File: src/rtl/game_status.sv
// game_status: frame-level game-state monitor.
// Samples per-pixel obstacle flags during the visible scan, latches which
// obstacles were drawn in each complete frame, and runs a PLAY/WIN(/LOSE)
// state machine that drives the board LEDs.
// Optional feature: define GAME_TIMEOUT_EN to add a frame-count timeout that
// moves PLAY to LOSE after TIMEOUT_FRAMES frames without a win.
module game_status #(
    parameter int H_VIS          = 640,
    parameter int V_VIS          = 480,
    parameter int NUM_OBS        = 8,
    parameter int WIN_FRAMES     = 2,
    parameter int BLINK_FRAMES   = 30,
    parameter int TIMEOUT_FRAMES = 3600
) (
    input  logic               clk,
    input  logic               reset,
    input  logic               p_tick,
    input  logic               video_on,
    input  logic [10:0]        pixel_x,
    input  logic [10:0]        pixel_y,
    input  logic [NUM_OBS-1:0] obs_on,
    output logic [3:0]         obs_left,
    output logic               game_won,
    output logic               game_lost,
    output logic               frame_done,
    output logic [7:0]         leds
);

    localparam int EW = $clog2(WIN_FRAMES + 1);
    localparam int BW = (BLINK_FRAMES > 1) ? $clog2(BLINK_FRAMES) : 1;

    typedef enum logic [1:0] {PLAY, WIN, LOSE} state_t;

    // Saturating increment of the empty-frame counter at WIN_FRAMES.
    function automatic logic [EW-1:0] sat_inc(input logic [EW-1:0] v);
        if (v >= EW'(WIN_FRAMES))
            return EW'(WIN_FRAMES);
        return v + 1'b1;
    endfunction

    // Number of obstacles set in a frame bitmap.
    function automatic logic [3:0] popcount(input logic [NUM_OBS-1:0] v);
        logic [3:0] c;
        c = '0;
        for (int i = 0; i < NUM_OBS; i++)
            c = c + 4'(v[i]);
        return c;
    endfunction

    // Obstacle bitmap zero-padded onto the 8 LEDs.
    function automatic logic [7:0] pad_leds(input logic [NUM_OBS-1:0] v);
        logic [7:0] r;
        r = '0;
        r[NUM_OBS-1:0] = v;
        return r;
    endfunction

    state_t             state_q, state_d;
    logic               synced_q;
    logic [NUM_OBS-1:0] seen_q;
    logic [NUM_OBS-1:0] alive_q;
    logic [EW-1:0]      empty_q;
    logic [BW-1:0]      blink_q, blink_d;
    logic [7:0]         leds_d;

    logic               sample, sof, eof_px, active, eof_act;
    logic [NUM_OBS-1:0] frame_bits;
    logic [EW-1:0]      empty_d;

    // A pixel counts only on a pixel-enable cycle inside the visible area.
    assign sample  = p_tick & video_on;
    assign sof     = sample && (pixel_x == 11'd0) && (pixel_y == 11'd0);
    assign eof_px  = sample && (pixel_x == 11'(H_VIS - 1)) && (pixel_y == 11'(V_VIS - 1));
    // The sof pixel itself already belongs to the first synced frame.
    assign active  = synced_q | sof;
    assign eof_act = active & eof_px;

    // The eof pixel is folded into the frame result.
    assign frame_bits = seen_q | obs_on;
    assign empty_d    = (frame_bits == '0) ? sat_inc(empty_q) : '0;

`ifdef GAME_TIMEOUT_EN
    localparam int FW = $clog2(TIMEOUT_FRAMES + 1);
    logic [FW-1:0] frame_q;
    logic [FW-1:0] frame_nxt;

    assign frame_nxt = frame_q + 1'b1;

    // Frame counter: advances on each synced eof while playing, frozen otherwise.
    always_ff @(posedge clk or negedge reset) begin
        if (!reset)
            frame_q <= '0;
        else if (eof_act && state_q == PLAY)
            frame_q <= frame_nxt;
    end

    assign game_lost = (state_q == LOSE);
`else
    assign game_lost = 1'b0;
`endif

    // Frame sync, accumulator and per-frame results.
    always_ff @(posedge clk or negedge reset) begin
        if (!reset) begin
            synced_q   <= 1'b0;
            seen_q     <= '0;
            alive_q    <= '1;
            obs_left   <= 4'(NUM_OBS);
            empty_q    <= '0;
            frame_done <= 1'b0;
        end else begin
            if (sof)
                synced_q <= 1'b1;
            frame_done <= eof_act;
            if (eof_act) begin
                alive_q  <= frame_bits;
                obs_left <= popcount(frame_bits);
                seen_q   <= '0;
                empty_q  <= empty_d;
            end else if (active && sample) begin
                seen_q <= frame_bits;
            end
        end
    end

    // State, LED and blink-counter registers.
    always_ff @(posedge clk or negedge reset) begin
        if (!reset) begin
            state_q <= PLAY;
            leds    <= pad_leds('1);
            blink_q <= '0;
        end else begin
            state_q <= state_d;
            leds    <= leds_d;
            blink_q <= blink_d;
        end
    end

    // Next-state and LED pattern, evaluated once per synced eof.
    always_comb begin
        state_d = state_q;
        leds_d  = leds;
        blink_d = blink_q;
        if (eof_act) begin
            case (state_q)
                PLAY: begin
                    leds_d = pad_leds(frame_bits);
                    if (empty_d == EW'(WIN_FRAMES)) begin
                        state_d = WIN;
                        leds_d  = 8'hFF;
                        blink_d = '0;
                    end
`ifdef GAME_TIMEOUT_EN
                    else if (frame_nxt == FW'(TIMEOUT_FRAMES)) begin
                        state_d = LOSE;
                        leds_d  = 8'hAA;
                    end
`endif
                end
                WIN: begin
                    if (blink_q == BW'(BLINK_FRAMES - 1)) begin
                        blink_d = '0;
                        leds_d  = ~leds;
                    end else begin
                        blink_d = blink_q + 1'b1;
                    end
                end
                LOSE: begin
                    leds_d = 8'hAA;
                end
                default: begin
                    state_d = PLAY;
                end
            endcase
        end
    end

    assign game_won = (state_q == WIN);

endmodule
File: config.mk
export PLATFORM = sky130hd
export DESIGN_NAME = game_status
export DESIGN_NICKNAME = d
export VERILOG_FILES = /design/src/rtl/game_status.sv
export SDC_FILE = /design/constraint.sdc
export NUM_CORES = 1
export LEC_CHECK = 0
export CORE_MARGIN = 4
export CORE_UTILIZATION = 47
export DETAILED_ROUTE_END_ITERATION = 16
export PLACE_DENSITY_LB_ADDON = 0.1
export SLEW_MARGIN = 40
export SYNTH_ARGS = -nofsm -noshare
export SYNTH_HDL_FRONTEND = slang
export SYNTH_SLANG_ARGS = --single-unit
File: constraint.sdc
create_clock -name clk -period 3.4 [get_ports clk]
set_input_delay 0.51 -clock clk [delete_from_list [all_inputs] [get_ports clk]]
set_output_delay 0.51 -clock clk [all_outputs]
set_load 0.005 [all_outputs]
==> run_results.csv, run 1 <==
group,metric,value,unit
status,run_status,"finished, final reports clean",
power,totalPowerFinal,784,uW
synth,synth_ff_type,"sky130_fd_sc_hd__dfrtp_1",
power,total_switching_power,181,uW
clock_tree,holdBufCountCts,0,
power,share_clk_of_total_power,38.6,%
synth,synth-warning-count,0,
sta,final_period_utilization,95.3,%
floorplanning,core_outline_area,3340,um2
synth,post_synth_main_area_contributors,"sky130_fd_sc_hd__dfrtp_1 32%, sky130_fd_sc_hd__dfstp_2 15%, sky130_fd_sc_hd__mux2_1 5.5%",
setup_path,critical_path_arrival,3470,ps
synth,synth_mux_area_share,8.83,%
power,seq_power_share,45.6,%
clock_tree,cts-buffers-inserted,5,
setup_path,worstPathCellList,"nor2_2 > inv_1 > fa_1 > inv_1 > fa_1 > fa_1 > inv_1 > ha_2 > inv_1 > fa_2 > xnor2_1 > mux2_2",
floorplanning,dieArea,4470,um2
setup_path,start_kind,"register",
synth,synth_largest_area_cell,"sky130_fd_sc_hd__dfrtp_1",
sta,worst_setup_skew_after_layout,16.4,ps
floorplanning,initial_core_utilization,48.8,%
synth,synth_xor_area_share,0.538,%
final_layout,area_delta_synth_final,41.8,%
placed_design,portBuffers,47,
setup_path,endpoint_type_of_the_worst_setup_path,"register",
placed_design,finalWeightedCongestion,0.826,
synth,synth_compound_gate_area_share,11.8,%
routing,final_antenna_net_count,0,
setup_path,worst_path_bufs_invs,4,
synth,syn_area,1630,um2
floorplanning,die_w,66.9,um
synth,synth_simple_gate_area_share,17.1,%
synth,async_flop_share,100,%
sta,finalCriticalPeriod,3240,ps
clock_tree,cts.clk_slew.worst_paths,90,ps
final_layout,fin_util,69.2,%
synth,synth_adder_area_share,9.52,%
synth,synth.yosys.seq_area_share,46.8,%
clock_tree,clock_tree_from_tritoncts,"done",
routing,route.vias.total,1408,
floorplanning,floorplan.io_pins,49,
sta,max_slew_margin,56.8,%
routing,highest-signal-layer,"met4",
sta,setup_ws,161,ps
floorplanning,placement_rows,21,
setup_path,critical-path-top-delay-family,"adder cells",
synth,synth_top_area_share,32.3,%
final_layout,finalNetCount,260,
final_layout,final_cell_count_no_fill,263,
job,maxCapViolations,0,
global_routing,overflow,0,
final_layout,final_layout_size_suffix_gt1_share,16.6,%
routing,post_drt_via_cell_ratio,5.35,
clock_tree,cts_num_sinks,30,
routing,drt-initial-drc-count,58,
routing,detailroute.wirelength.met2,1.95,mm
routing,routed_wl,3.88,mm
placed_design,placed_cells_incl_taps,252,
final_layout,insertedDiodeCount,0,
global_routing,number_of_global_route_vias_before_repair,1534,
global_routing,antenna_found_initial,0,
sta,worst_slew_pin_tran,647,ps
synth,avgSynthCellArea,10.4,um2
sta,finalSetupTns,0,ps
floorplanning,fp.dieH,66.9,um
min_path,min-delay-path-class,"input port to register",
sta,timing.final.hold_violations,0,
routing,post_drt_wl_per_cell,14.7,um
power,power.switching_fraction,23.1,%
setup_path,critical_path.max_stage_delay,530,ps
global_routing,grt_util_all_layers,20.3,%
synth,synth_seq_cells,30,
power,cellPowerDensity,339,nW/um2
power,comb_power_share,15.8,%
setup_path,critical_path_class,"register to register",
final_layout,layout.area.seq,762,um2
sta,rsz_0062_raised_after_global_routing,"no",
placed_design,detailedPlace.worstSlack,-401,ps
global_routing,grt_first_pass_wirelength,6.83,mm
synth,synth_nets,201,
synth,synth_top_family_by_area,"simple AND/OR/NAND/NOR gates",
placed_design,hpwl,2.97,mm
clock_tree,h-tree-depth,2,
setup_path,critical-path-top-cell-by-count,"sky130_fd_sc_hd__inv_1",
routing,m1WireLength,1.58,mm
sta,timing.final.setup_violations,0,
routing,remaining_drc_errors,0,
sta,slew_violations,0,
sta,clock.fmax,0.309,GHz
routing,routed-wl-met3,284,um
power,vdd_drop_max,0.000269,V
clock_tree,cts_root_buffer,"sky130_fd_sc_hd__clkbuf_4",
synth,synth_edf_count,0,
power,static_leakage,1.06,nW
final_layout,multiInputGateArea,792,um2
setup_path,cpMaxStageDelayCell,"sky130_fd_sc_hd__fa_1",
setup_path,worstPathRequired,3630,ps
routing,firstDrtPassIters,4,
clock_tree,clock_tree.buffer_depth,2,
clock_tree,clock_insertion_delay_at_the_later_pin_of_the_skew_report,340,ps
final_layout,num-fill-cells,261,
synth,syn-instance-count,157,
power,power_report.internal_total,602,uW
global_routing,grt_max_degree,31,
setup_path,worst-path-max-fanout,2,
synth,yosys.cell_types.count,34,
-- Yosys cell counts (4+ instances only) --
| library cell | instances |
|---|---|
| sky130_fd_sc_hd__dfrtp_1 | 21 |
| sky130_fd_sc_hd__ha_1 | 6 |
| sky130_fd_sc_hd__fa_1 | 4 |
| sky130_fd_sc_hd__nand3_1 | 6 |
| sky130_fd_sc_hd__mux2_1 | 8 |
| sky130_fd_sc_hd__a22oi_1 | 8 |
| sky130_fd_sc_hd__dfstp_2 | 9 |
| sky130_fd_sc_hd__nand2_1 | 4 |
| sky130_fd_sc_hd__a31oi_1 | 8 |
| sky130_fd_sc_hd__nand4_1 | 6 |
| sky130_fd_sc_hd__nor4_1 | 7 |
| sky130_fd_sc_hd__nor2_1 | 21 |
| sky130_fd_sc_hd__inv_1 | 16 |
-- final cells by class --
cell class              count  area share, %
clock buffers               7           2.38
clock inverters             1           1.30
inverters                  16           2.60
multi-input cells         106           34.3
flip-flops and latches     30           33.0
well taps                  46           2.49
repair buffers             57           23.9
-- cell families after synthesis --
kind of cell             after synthesis
AND/OR/NAND/NOR                       55
flip-flops                            30
AO/OA/AOI/OAI                         26
buffers and inverters                 21
multiplexers                          13
adder cells (fa/ha/maj)               10
other                                  1
XOR/XNOR                               1
-- timing repair --
item	CTS	global route
resized for setup	3	5
pin swaps	1	5
setup buffers	2	1
setup endpoints to repair	1	1
-- power by group through the flow --
stage	clock, mW	combinational [mW]	sequential, mW
after floorplan	0	0.0516	0.364
after global placement	0	0.115	0.364
after detailed placement	0	0.119	0.364
after CTS	0.308	0.124	0.357
after global routing	0.326	0.142	0.357
final	0.303	0.124	0.357
-- final timing paths --
check | start | to | slack (ps) | cells after the start
worst min register to register | obs_left[3] | obs_left[3] | 500 | 2
max in group asynchronous | reset | leds[0] | 2520 | 2
min in group asynchronous | reset | blink_q[4] | 550 | 2
worst max-delay path | seen_q[3] | obs_left[2] | 160 | 12
worst max register to register | seen_q[3] | obs_left[2] | 160 | 12
worst min-delay path | obs_on[0] | seen_q[0] | 470 | 3
-- routing by layer --
layer | vias to the layer above | track usage, %
met2 | 38 | 36.3
li1 | 682 | -
met3 | 7 | 6.91
met1 | 681 | 22.5
met4 | 0 | 6.58
met5 | - | 0
-- worst min-delay path, delay by kind of cell --
family,cells,cell delay [ps]
and+or+nand+nor,1,70
buffers and inverters,1,100
AOI/OAI and AO/OA,1,80
-- sequential cells by signal, indices dropped and copies added (netlist names) --
register    cells
frame_done      1
obs_left        4
synced_q        1
seen_q          8
leds            8
blink_q         5
state_q         1
empty_q         2
-- stage by stage --
stage	cell area, um2	hold slack, ps
6_report	2310	471
5_1_grt	2310	479
4_1_cts	2290	497
3_5_place_dp	2180	470
3_3_place_gp	2180	477
2_1_floorplan	1630	214
-- cells in the final DEF (no fill, tap or decap), types with 7 or more instances in the layout --
cell                              synthesis  layout
sky130_fd_sc_hd__nor2_1                  21      19
sky130_fd_sc_hd__mux2_1                   8       8
sky130_fd_sc_hd__dfstp_2                  9       9
sky130_fd_sc_hd__buf_4                    1      10
sky130_fd_sc_hd__nor4_1                   7       7
sky130_fd_sc_hd__inv_1                   16      15
sky130_fd_sc_hd__a31oi_1                  8       8
sky130_fd_sc_hd__a22oi_1                  8       8
sky130_fd_sc_hd__dfrtp_1                 21      21
sky130_fd_sc_hd__clkdlybuf4s50_1          0      44
(Power assumes the default switching activity.)
==> run 2, diff against run 1 <==
- ABC_AREA: not set -> 1
- CORE_UTILIZATION: 47 -> 50
==> run_results.csv, run 2 <==
group,metric,value,unit
status,run_status,"finished, final reports clean",
final_layout,final_layout_size_suffix_gt1_share,16.6,%
final_layout,area_delta_synth_final,33.7,%
power,totalPowerFinal,987,uW
clock_tree,cts_setup_buffers,0,
power,total_switching_power,265,uW
setup_path,worstPathRequired,3560,ps
setup_path,endpoint_type_of_the_worst_setup_path,"register",
sta,finalSetupTns,0,ps
final_layout,finalNetCount,368,
power,cellPowerDensity,369,nW/um2
synth,synth_top_cells_by_count,"90 x sky130_fd_sc_hd__nand2_1, 34 x sky130_fd_sc_hd__nor2_1, 28 x sky130_fd_sc_hd__inv_1",
global_routing,grt_util_all_layers,18.7,%
clock_tree,post_cts_resized,0,
routing,post_drt_via_cell_ratio,4.86,
sta,worst_setup_skew_after_layout,9.91,ps
power,vdd_drop_max,0.000333,V
placed_design,finalWeightedCongestion,0.800,
final_layout,num-fill-cells,312,
synth,avgSynthCellArea,7.47,um2
final_layout,layout.cells.most_common,"sky130_fd_sc_hd__nand2_1",
global_routing,grt_max_degree,31,
synth,synth_edf_count,0,
synth,synth_seq_cells,30,
sta,setup_ws,99.4,ps
setup_path,critical_path_arrival,3460,ps
final_layout,fin_util,70.9,%
synth,synth-warning-count,0,
sta,clock.fmax,0.303,GHz
clock_tree,clock_insertion_delay_at_the_later_pin_of_the_skew_report,290,ps
sta,timing.hold.ws,473,ps
routing,post_drt_wl_per_cell,11.9,um
synth,synth_ff_type,"sky130_fd_sc_hd__dfrtp_1",
synth,synth_largest_area_cell,"sky130_fd_sc_hd__dfrtp_1",
floorplanning,core_outline_area,3770,um2
placed_design,placed_cells_incl_taps,365,
routing,route.vias.total,1811,
routing,final_antenna_net_count,0,
clock_tree,cts_num_sinks,30,
routing,drt-initial-drc-count,85,
power,share_clk_of_total_power,37.9,%
setup_path,critical_path_class,"input port to register",
power,comb_power_share,23.4,%
final_layout,layout.cells.most_common_list,"90 x sky130_fd_sc_hd__nand2_1, 47 x sky130_fd_sc_hd__clkdlybuf4s50_1, 32 x sky130_fd_sc_hd__nor2_1",
setup_path,worst-path-max-fanout,2,
sta,final_period_utilization,97.1,%
synth,synthMostInstantiatedCell,"sky130_fd_sc_hd__nand2_1",
setup_path,start_kind,"input port",
placed_design,detailedPlace.worstSlack,-276,ps
floorplanning,floorplan.io_pins,49,
synth,synth_top_area_share,26.3,%
sta,slew_violations,0,
clock_tree,h-tree-depth,2,
clock_tree,clock_tree_from_tritoncts,"done",
synth,async_flop_share,100,%
floorplanning,fp.dieH,71.3,um
routing,firstDrtPassIters,4,
floorplanning,die_w,71.3,um
synth,synth.yosys.seq_area_share,38.1,%
final_layout,insertedDiodeCount,0,
clock_tree,clock_tree.buffer_depth,2,
clock_tree,cts.clk_slew.worst_paths,60,ps
synth,synth_nets,312,
floorplanning,dieArea,5080,um2
sta,timing.final.hold_violations,0,
sta,rsz_0062_raised_after_global_routing,"no",
power,power.switching_fraction,26.8,%
floorplanning,initial_core_utilization,53.1,%
synth,post_synth_main_area_contributors,"sky130_fd_sc_hd__dfrtp_1 26%, sky130_fd_sc_hd__nand2_1 17%, sky130_fd_sc_hd__dfstp_2 12%",
final_layout,stdcell_area,2680,um2
global_routing,number_of_global_route_vias_before_repair,1707,
sta,finalCriticalPeriod,3300,ps
power,power_report.internal_total,723,uW
global_routing,antenna_found_initial,0,
placed_design,portBuffers,47,
min_path,min-delay-path-class,"register to register",
synth,syn-instance-count,268,
job,maxCapViolations,0,
floorplanning,placement_rows,22,
clock_tree,cts_root_buffer,"sky130_fd_sc_hd__clkbuf_8",
clock_tree,cts-buffers-inserted,5,
power,static_leakage,1.24,nW
placed_design,post_dp_cell_area,2550,um2
final_layout,final_cell_count_no_fill,373,
clock_tree,holdBufCountCts,0,
sta,timing.final.setup_violations,0,
placed_design,hpwl,3.32,mm
synth,syn_area,2000,um2
global_routing,overflow,0,
global_routing,grt_first_pass_wirelength,7.53,mm
synth,yosys.cell_types.count,30,
routing,routed_wl,4.42,mm
routing,remaining_drc_errors,0,
final_layout,layout_top_registers,"leds x8, seen_q x8, blink_q x5",
power,seq_power_share,38.8,%
run 2: kinds of logic (layout without fill, tap and decap cells):
logic type,Yosys count,count (layout),share of synthesized area (%)
and+or+nand+nor,174,174,39.8
buffers and inverters,35,92,7.38
DFF,30,30,38.1
AOI/OAI and AO/OA,14,14,5.00
adders and majority gates,10,10,7.75
xor gates and xnor gates,4,4,1.75
other,1,1,0.187
run 2: layer usage:
layer	global-route usage (%)	vias to the layer above	wire, um
met2	28.8	45	2000
met1	25.1	801	2130
met5	0	-	0
li1	-	960	-
met4	6.05	0	56
met3	6.17	5	237
run 2: worst max-delay path, stage by stage:
cell                              delay (ps)
sky130_fd_sc_hd__clkdlybuf4s50_1         410
sky130_fd_sc_hd__nor2_2                  110
sky130_fd_sc_hd__inv_2                    60
sky130_fd_sc_hd__fa_1                    530
sky130_fd_sc_hd__inv_1                    50
sky130_fd_sc_hd__fa_1                    490
sky130_fd_sc_hd__fa_1                    400
sky130_fd_sc_hd__inv_1                    70
sky130_fd_sc_hd__ha_2                    180
sky130_fd_sc_hd__inv_1                    50
sky130_fd_sc_hd__fa_2                    510
sky130_fd_sc_hd__o21ai_0                  80
run 2: layout make-up:
cell class / count / area (um2) / share of cell area (%)
Tap cell: 48 / 60.1 / 2.25
Sequential cell: 30 / 762 / 28.5
Inverter: 30 / 113 / 4.21
Clock buffer: 7 / 86.3 / 3.23
Clock inverter: 1 / 30.0 / 1.12
Multi-Input combinational cell: 203 / 1100 / 41.2
Timing Repair Buffer: 54 / 523 / 19.6
run 2: final timing paths:
kind                            start           to  slack, ps  cells after the start
max                         obs_on[3]  obs_left[1]        100                     12
min                        empty_q[0]   empty_q[0]        470                      2
max reg2reg                 seen_q[3]  obs_left[1]        320                     11
min reg2reg                empty_q[0]   empty_q[0]        470                      2
max in group asynchronous       reset  obs_left[3]       2460                      2
min in group asynchronous       reset   blink_q[0]        610                      2
run 2: power groups by stage:
stage / clock network (mW) / logic (mW) / registers (mW)
3_5_place_dp: 0 / 0.215 / 0.387
4_1_cts: 0.381 / 0.226 / 0.382
2_1_floorplan: 0 / 0.122 / 0.386
3_3_place_gp: 0 / 0.207 / 0.387
5_1_grt: 0.399 / 0.265 / 0.384
6_report: 0.374 / 0.231 / 0.383
